## src/rtl/dffs_multi_port_lane.sv

```systemverilog
// dffs_multi_port_lane
//   Flop-based register array with NR registered read ports, NW lane-masked
//   write ports, a full-width bulk-update port and a hardware clear sequencer.
//   Contents are exported flattened on DFF for direct combinational use.
//
//   Optional feature macro: DFFS_BYPASS_EN
//     defined   : reads see same-edge writes per lane (and 0 for the entry
//                 being cleared).
//     undefined : reads always return pre-edge contents.
//
//   state  | meaning
//   -------+--------------------------------------------------------------
//   IDLE   | normal operation, CLR sampled
//   CLEAR  | one entry zeroed per cycle, port and bulk writes dropped
module dffs_multi_port_lane #(
    parameter int SIZE  = 4,
    parameter int WLEN  = 32,
    parameter int LANES = 4,
    parameter int NR    = 2,
    parameter int NW    = 2
) (
    input  logic                          CLK,
    input  logic                          RSTN,
    input  logic                          CEN,
    input  logic [NR*SIZE-1:0]            AR,
    output logic [NR*WLEN-1:0]            QR,
    input  logic [NW*SIZE-1:0]            AW,
    input  logic [NW*LANES-1:0]           WEN,
    input  logic [NW*WLEN-1:0]            DW,
    input  logic [(2**SIZE)-1:0]          WENB,
    input  logic [WLEN*(2**SIZE)-1:0]     DB,
    input  logic                          CLR,
    output logic                          BUSY,
    output logic [WLEN*(2**SIZE)-1:0]     DFF
);

    localparam int DEPTH = 2**SIZE;
    localparam int LW    = WLEN / LANES;

    typedef enum logic {
        ST_IDLE  = 1'b0,
        ST_CLEAR = 1'b1
    } state_t;

    state_t                state_q;
    logic [SIZE-1:0]       cnt_q;
    logic                  busy_q;
    logic [WLEN-1:0]       mem_q [DEPTH];
    logic [WLEN-1:0]       mem_d [DEPTH];
    logic [NR*WLEN-1:0]    qr_q;
    logic [NR*WLEN-1:0]    qr_d;

    // Next array contents: clear beats bulk, bulk beats ports, higher port beats lower.
    always_comb begin
        for (int i = 0; i < DEPTH; i++) begin
            mem_d[i] = mem_q[i];
        end
        if (state_q == ST_CLEAR) begin
            mem_d[cnt_q] = '0;
        end else begin
            if (!CEN) begin
                for (int w = 0; w < NW; w++) begin
                    for (int l = 0; l < LANES; l++) begin
                        if (!WEN[w*LANES+l]) begin
                            mem_d[AW[w*SIZE+:SIZE]][l*LW+:LW] = DW[w*WLEN+l*LW+:LW];
                        end
                    end
                end
            end
            for (int i = 0; i < DEPTH; i++) begin
                if (!WENB[i]) begin
                    mem_d[i] = DB[i*WLEN+:WLEN];
                end
            end
        end
    end

    // Read data selection; the bypass build reads the post-edge view of the array.
    always_comb begin
        qr_d = qr_q;
        if (!CEN) begin
            for (int r = 0; r < NR; r++) begin
`ifdef DFFS_BYPASS_EN
                qr_d[r*WLEN+:WLEN] = mem_d[AR[r*SIZE+:SIZE]];
`else
                qr_d[r*WLEN+:WLEN] = mem_q[AR[r*SIZE+:SIZE]];
`endif
            end
        end
    end

    // Array storage.
    always_ff @(posedge CLK or negedge RSTN) begin
        if (!RSTN) begin
            for (int i = 0; i < DEPTH; i++) begin
                mem_q[i] <= '0;
            end
        end else begin
            for (int i = 0; i < DEPTH; i++) begin
                mem_q[i] <= mem_d[i];
            end
        end
    end

    // Registered read ports.
    always_ff @(posedge CLK or negedge RSTN) begin
        if (!RSTN) begin
            qr_q <= '0;
        end else begin
            qr_q <= qr_d;
        end
    end

    // Clear sequencer: BUSY is registered, so it rises the cycle after CLR and
    // falls on the edge that zeroes the last entry.
    always_ff @(posedge CLK or negedge RSTN) begin
        if (!RSTN) begin
            state_q <= ST_IDLE;
            cnt_q   <= '0;
            busy_q  <= 1'b0;
        end else begin
            case (state_q)
                ST_IDLE: begin
                    if (CLR) begin
                        state_q <= ST_CLEAR;
                        cnt_q   <= '0;
                        busy_q  <= 1'b1;
                    end
                end
                ST_CLEAR: begin
                    if (cnt_q == {SIZE{1'b1}}) begin
                        state_q <= ST_IDLE;
                        cnt_q   <= '0;
                        busy_q  <= 1'b0;
                    end else begin
                        cnt_q <= cnt_q + SIZE'(1);
                    end
                end
                default: begin
                    state_q <= ST_IDLE;
                    cnt_q   <= '0;
                    busy_q  <= 1'b0;
                end
            endcase
        end
    end

    // Flattened export of the array.
    for (genvar gi = 0; gi < DEPTH; gi++) begin : g_dff
        assign DFF[gi*WLEN+:WLEN] = mem_q[gi];
    end

    assign QR   = qr_q;
    assign BUSY = busy_q;

endmodule

```

## config.mk

```make
export PLATFORM = sky130hd
export DESIGN_NAME = dffs_multi_port_lane
export DESIGN_NICKNAME = d
export VERILOG_FILES = /design/src/rtl/dffs_multi_port_lane.sv
export SDC_FILE = /design/constraint.sdc
export NUM_CORES = 2
export LEC_CHECK = 0
export ABC_CLOCK_PERIOD_IN_PS = 2200
export BUFFER_PORTS_ARGS = -buffer_cell sky130_fd_sc_hd__buf_4
export CAP_MARGIN = 25
export CORE_AREA = 3 3 466 468
export CTS_CLUSTER_DIAMETER = 100
export CTS_CLUSTER_SIZE = 30
export DETAILED_ROUTE_END_ITERATION = 12
export DIE_AREA = 0 0 469 471
export PLACE_DENSITY = 0.49
export SYNTH_ARGS = -nofsm -noshare
export SYNTH_HDL_FRONTEND = slang
export SYNTH_SLANG_ARGS = --single-unit
```

## constraint.sdc

```tcl
create_clock -name CLK -period 2.2 [get_ports CLK]
set_clock_uncertainty 0.2 [all_clocks]
set_input_delay 0.33 -clock CLK [delete_from_list [all_inputs] [get_ports CLK]]
set_output_delay 0.33 -clock CLK [all_outputs]
set_load 0.05 [all_outputs]
```

; ---- After elaboration in Yosys (flattened, before gate mapping)
; Cells that the tools add are included.
[word_totals]
output_inout_bits = 577
ff_bits = 582
word_cells = 141
[op_classes]
add_sub_neg = 1
bitwise = 8
n_reduce_logical = 4
eq_ne = 19
muxes = 81
n_lt_le_gt_ge = 8
[op_table]
columns = cell, count
row1 = two-way mux 512 bit, 24
row2 = bitwise mux 512 bit, 8
row3 = demux 32 bit (select 4 bit), 9
row4 = two-way mux 32 bit, 23
row5 = AND 512 bit, 1
row6 = NOT 512 bit, 1
row7 = binary-select mux 32 bit (select 4 bit), 2
row8 = two-way mux 24 bit, 2
row9 = "inequality test 3 x 2 -> 1 bit, second input constant", 16
row10 = two-way mux 16 bit, 2
row11 = "greater-or-equal comparator 5 bit, second input constant", 5
row12 = NOT 4 -> 5 bit, 5
row13 = two-way mux 8 bit, 2
row14 = "less-than comparator 5 x 1 -> 1 bit, second input constant", 3
row15 = two-way mux 4 bit, 2
row16 = case mux 4 bit (2 select lines), 1
row17 = "adder 4 x 1 -> 4 bit, second input constant", 1
row18 = "equality test 4 bit, second input constant", 1
row19 = two-way mux 1 bit, 4
row20 = case mux 1 bit (2 select lines), 2
row21 = logical AND 1 bit, 3
row22 = "inequality test 2 x 1 -> 1 bit, second input constant", 1
row23 = "inequality test 2 bit, second input constant", 1
row24 = AND reduction 2 bit, 1
row25 = NOT 1 bit, 1

; ---- Logic depth before layout (Yosys ltp)
[logic_depth]
word_depth = 38
depth_mapped = 8
ltp_nobuf = 6

; ---- Worst setup path before layout
; Ideal clock, no wire load.
[synth_path]
path_type = register -> register
startpoint = register cnt_q[1]
endpoint = register mem_q, in the netlist DFF[48]
path_stages_with_launch = 9
slack_ps = 158
n_path_buf = 2
arrival_time_ps = 1710
path_cell_list = dfrtp_1 > inv_1 > ha_1 > or3b_1 > and2_1 > clkbuf_1 > buf_2 > a2bb2oi_1 > o21ai_0
[synth_via]
elab_chain_cells = 8
[synth_lines]
columns = item, line_no
row1 = from (decl), 46  ; logic [SIZE-1:0] cnt_q;
row2 = from (signal assigned), 136  ; cnt_q <= cnt_q + SIZE'(1);
row3 = NOT 4 -> 5 bit (implied by the code) (*), 59  ; mem_d[cnt_q] = '0;
row4 = greater-or-equal comparator 5 bit (implied by the code) or less-than comparator 5 x 1 -> 1 bit (tied branches), 59
row5 = logical AND 1 bit (implied by the code), 59
row6 = two-way mux 32 bit (implied by the code), 59
row7 = demux 32 bit (select 4 bit) (*), 59
row8 = NOT 512 bit (no line) (*), n/a
row9 = AND 512 bit (no line) (*), n/a
row10 = two-way mux 512 bit (*), 58  ; if (state_q == ST_CLEAR) begin
row11 = "to (signal, indexed assignment)", 100  ; mem_q[i] <= mem_d[i];
row12 = to (decl), 48  ; logic [WLEN-1:0] mem_q [DEPTH];
; Every way passes the cells marked *; elsewhere a longest branch is shown, timed or not.
; A chain may end at the register's enable or synchronous reset.

; ---- Worst setup path in the final report
[layout_path]
startpoint = register cnt_q[1]
endpoint = register mem_q, in the netlist DFF[17]
; Same word-level chain as after synthesis.

==> flow_metrics.env <==
export IMPL_clockBufferDepth=3
export IMPL_layout_nets=7637
export IMPL_syn_area_um2=46430
export IMPL_gp_congestion=1.023
export IMPL_area_growth_pct=56.68
export IMPL_grt_remaining_overflow=0
export IMPL_routed_wirelength_um=410000
export IMPL_post_dp_hpwl_um=332700
export IMPL_endpoint_kind="flop"
export IMPL_ys_seq_area_frac=0.3137
export IMPL_post_route_worst_setup_slack_ns=-0.05579
export IMPL_die_h_um=471
export IMPL_final_max_slew_viol_count=0
export IMPL_fin_crit_ns=2.256
export IMPL_postLayoutCoreUtil=0.3400
export IMPL_ys_ff_latch=582
export IMPL_cts_sinks=582
export IMPL_clkTransAtPathRegs_ns=0.11
export IMPL_stdcell_count=9911
export IMPL_rsz0062_at_grt="true"
export IMPL_synth_cell_types=51
export IMPL_r2r_start="cnt_q[1]$_DFFE_PN0P_"
export IMPL_cp_start_kind="flop"
export IMPL_crit_chain="inv_2 -> ha_4 -> or3b_4 -> a22o_4 -> buf_12 -> clkbuf_16 -> a22oi_2 -> o31ai_1"
export IMPL_cts_tree="yes"
export IMPL_fin_crit_sh=1.025
export IMPL_maxSlewHeadroom=0.4930
export IMPL_drive_gt1_frac=0.3686
export IMPL_dp_cells=9203
export IMPL_tns_ns=-0.2212
export IMPL_start_util=0.2170
export IMPL_antenna_found_initial=45
export IMPL_crit_slowest_cell="dfrtp_1"
export IMPL_synth_top_area_cell="dfrtp_1"
export IMPL_synth_warnings=0
export IMPL_critPathKind="flop to flop"
export IMPL_powerDensity_nw_per_um2=1216
export IMPL_die_area_um2=220900
export IMPL_cts_buffers=48
export IMPL_synth_area_leaders="dfrtp_1 (31%), mux4_2 (12%), a211oi_1 (5.4%)"
export IMPL_crit_start="cnt_q[1]$_DFFE_PN0P_"
export IMPL_cp_slowest_stage_delay_ns=0.44
export IMPL_syn_area_per_cell_um2=9.322
export IMPL_grt_pass1_wl_um=534900
export IMPL_track_usage=0.3537
export IMPL_coreArea_um2=214000
export IMPL_hold_viol_final=0
export IMPL_fmax_ghz=0.4433
export IMPL_yosysTopAreaCellShare=0.3137
export IMPL_hold_start="WENB[10]"
export IMPL_vdd_drop_max_mv=0.9914
export IMPL_ant_nets=0
export IMPL_whs_ns=0.03750
export IMPL_num_rows=170
export IMPL_finalSetupViolCount=16
export IMPL_cts_root_buf="clkbuf_16"
export IMPL_async_flop_share=1.000
export IMPL_drc=0
export IMPL_ys_flop_type="dfrtp_1"
export IMPL_post_place_ws_ns=-0.3472
export IMPL_synth_edff_count=0
export IMPL_first_iter_violations=8978
export IMPL_crit_required_ns=2.62
export IMPL_top_level_ports=1197
export IMPL_vias=60610
export IMPL_worstPathArrival_ns=2.67
export IMPL_cap_violations=0
export IMPL_wl_per_cell_um=41.37
export IMPL_cts_htree_levels=2
export IMPL_crit_fanout=4
export IMPL_violations="setup timing"
export IMPL_grt_max_degree=64
export IMPL_avgViaCountPerCell=6.116
export IMPL_clkLatencyLatePin_ns=0.74
export IMPL_portBuffers=1196
export IMPL_max_slew_worst_pin_slew_ns=0.7589
export IMPL_fp_dieW_um=469
export IMPL_syn_inst=4981
export IMPL_outcome="finished with violations"
export IMPL_syn_nets=5605
export IMPL_hold_class="input port to flop"
export IMPL_p_leak_nw=30.02
export IMPL_firstDrtPassIters=8
export IMPL_grt_pass1_vias=57930
## critical path, delay by kind of cell, from the launching register on
kind | cells | cell delay [ns]
AND/OR/NAND/NOR | 1 | 0.38
AO/OA/AOI/OAI | 3 | 0.57
buffers and inverters | 3 | 0.43
adder cells (fa/ha/maj) | 1 | 0.15
flip-flops | 1 | 0.44
## where the power goes
| group | internal, mW | switching, mW | total, mW | leakage [nW] |
|---|---|---|---|---|
| combinational | 19.0 | 33.9 | 52.9 | 21.5 |
| clock | 4.68 | 6.12 | 10.8 | 0.861 |
| sequential | 14.7 | 10.1 | 24.8 | 7.61 |
## metrics by stage
step           total power, mW  instance area, um2
2_1_floorplan            47.31               46430
3_3_place_gp             73.31               64090
3_5_place_dp             73.48               64090
4_1_cts                  85.61               71960
5_1_grt                  90.49               72710
6_report                 88.43               72750
## synth_stat cells, types with 3 or more instances
| master | number |
|---|---|
| buf_4 | 36 |
| ha_1 | 4 |
| nand2_1 | 131 |
| a21oi_1 | 248 |
| or3b_4 | 3 |
| clkbuf_1 | 313 |
| mux4_2 | 256 |
| buf_1 | 39 |
| and3b_1 | 8 |
| o31ai_1 | 273 |
| a22o_1 | 15 |
| or3_4 | 3 |
| clkbuf_2 | 4 |
| nor2_2 | 47 |
| a221oi_1 | 240 |
| o21ai_0 | 126 |
| o22ai_1 | 64 |
| nand3_1 | 11 |
| nand2b_1 | 26 |
| and3_1 | 274 |
| and2_1 | 30 |
| o21ai_1 | 119 |
| nand2_2 | 26 |
| buf_6 | 15 |
| nor3b_1 | 6 |
| nor3b_4 | 7 |
| nor3b_2 | 3 |
| a22oi_1 | 262 |
| or3b_1 | 9 |
| or3_1 | 3 |
| nor2_1 | 440 |
| a22oi_2 | 10 |
| nor3_1 | 68 |
| a211oi_1 | 336 |
| buf_2 | 125 |
| nor2b_1 | 318 |
| nand3b_1 | 12 |
| dfrtp_1 | 582 |
| o221ai_1 | 240 |
| a2bb2oi_1 | 234 |
## layout make-up
type | instances | area (um2)
fillers | 22250 | 141200
multi-input cells | 3862 | 30200
repair buffers | 2516 | 22520
flip-flops and latches | 582 | 14640
well taps | 2838 | 3551
clock buffers | 51 | 1254
clock inverters | 39 | 515.5
diodes | 20 | 50.05
inverters | 3 | 18.77
## per-layer routing
layer  GRT usage  vias to the layer above  part of all wire
met5           0                        -           0.00040
met3     0.08027                      908              0.10
li1            -                    24260                 -
met4      0.2193                       26             0.080
met2      0.5501                     4679              0.44
met1      0.4419                    30740              0.38
## sequential cells by signal (all words and copies together) (netlist names)
| name | cells |
|---|---|
| DFF | 512 |
| QR | 64 |
| cnt_q | 4 |
| BUSY | 1 |
| state_q | 1 |
## cells by family after synthesis
| group | synth area share |
|---|---|
| multiplexers | 0.1244 |
| flip-flops | 0.3137 |
| AND/OR/NAND/NOR | 0.1652 |
| adder cells (fa/ha/maj) | 0.001078 |
| AO/OA/AOI/OAI | 0.3428 |
| buffers and inverters | 0.05282 |
## cell usage in the layout, fill, tap and decap left out, drive strengths merged, types with 245 or more instances in the layout
cell         synthesis  layout
a211oi             336     336
a21oi              248     248
a22oi              272     272
and3               274     274
buf                217    1928
dfrtp              582     582
dlygate4sd3          0     586
mux4               256     256
nor2               487     487
nor2b              318     318
o21ai              245     245
o31ai              273     273
## path summary, 6_finish.rpt
check	endpoint	slack [ns]	cells after the start
max	DFF[17]$_DFFE_PN0P_	-0.06	8
min	DFF[324]$_DFFE_PN0P_	0.04	5
max reg2reg	DFF[17]$_DFFE_PN0P_	-0.06	8
min reg2reg	QR[47]$_DFFE_PN0N_	0.35	2
max in group asynchronous	DFF[445]$_DFFE_PN0P_	1.04	4
min in group asynchronous	DFF[327]$_DFFE_PN0P_	0.11	3
## repair_timing
item                                    4_1_cts  5_1_grt
hold buffers                                587        0
pin swaps                                     7       33
cloned                                        0        2
endpoints found under the hold margin       984        0
setup buffers                                 2        8
endpoints found under the setup margin      135      223
gates resized for setup                      85      135
No activity file was read; power rests on OpenSTA's default activity.
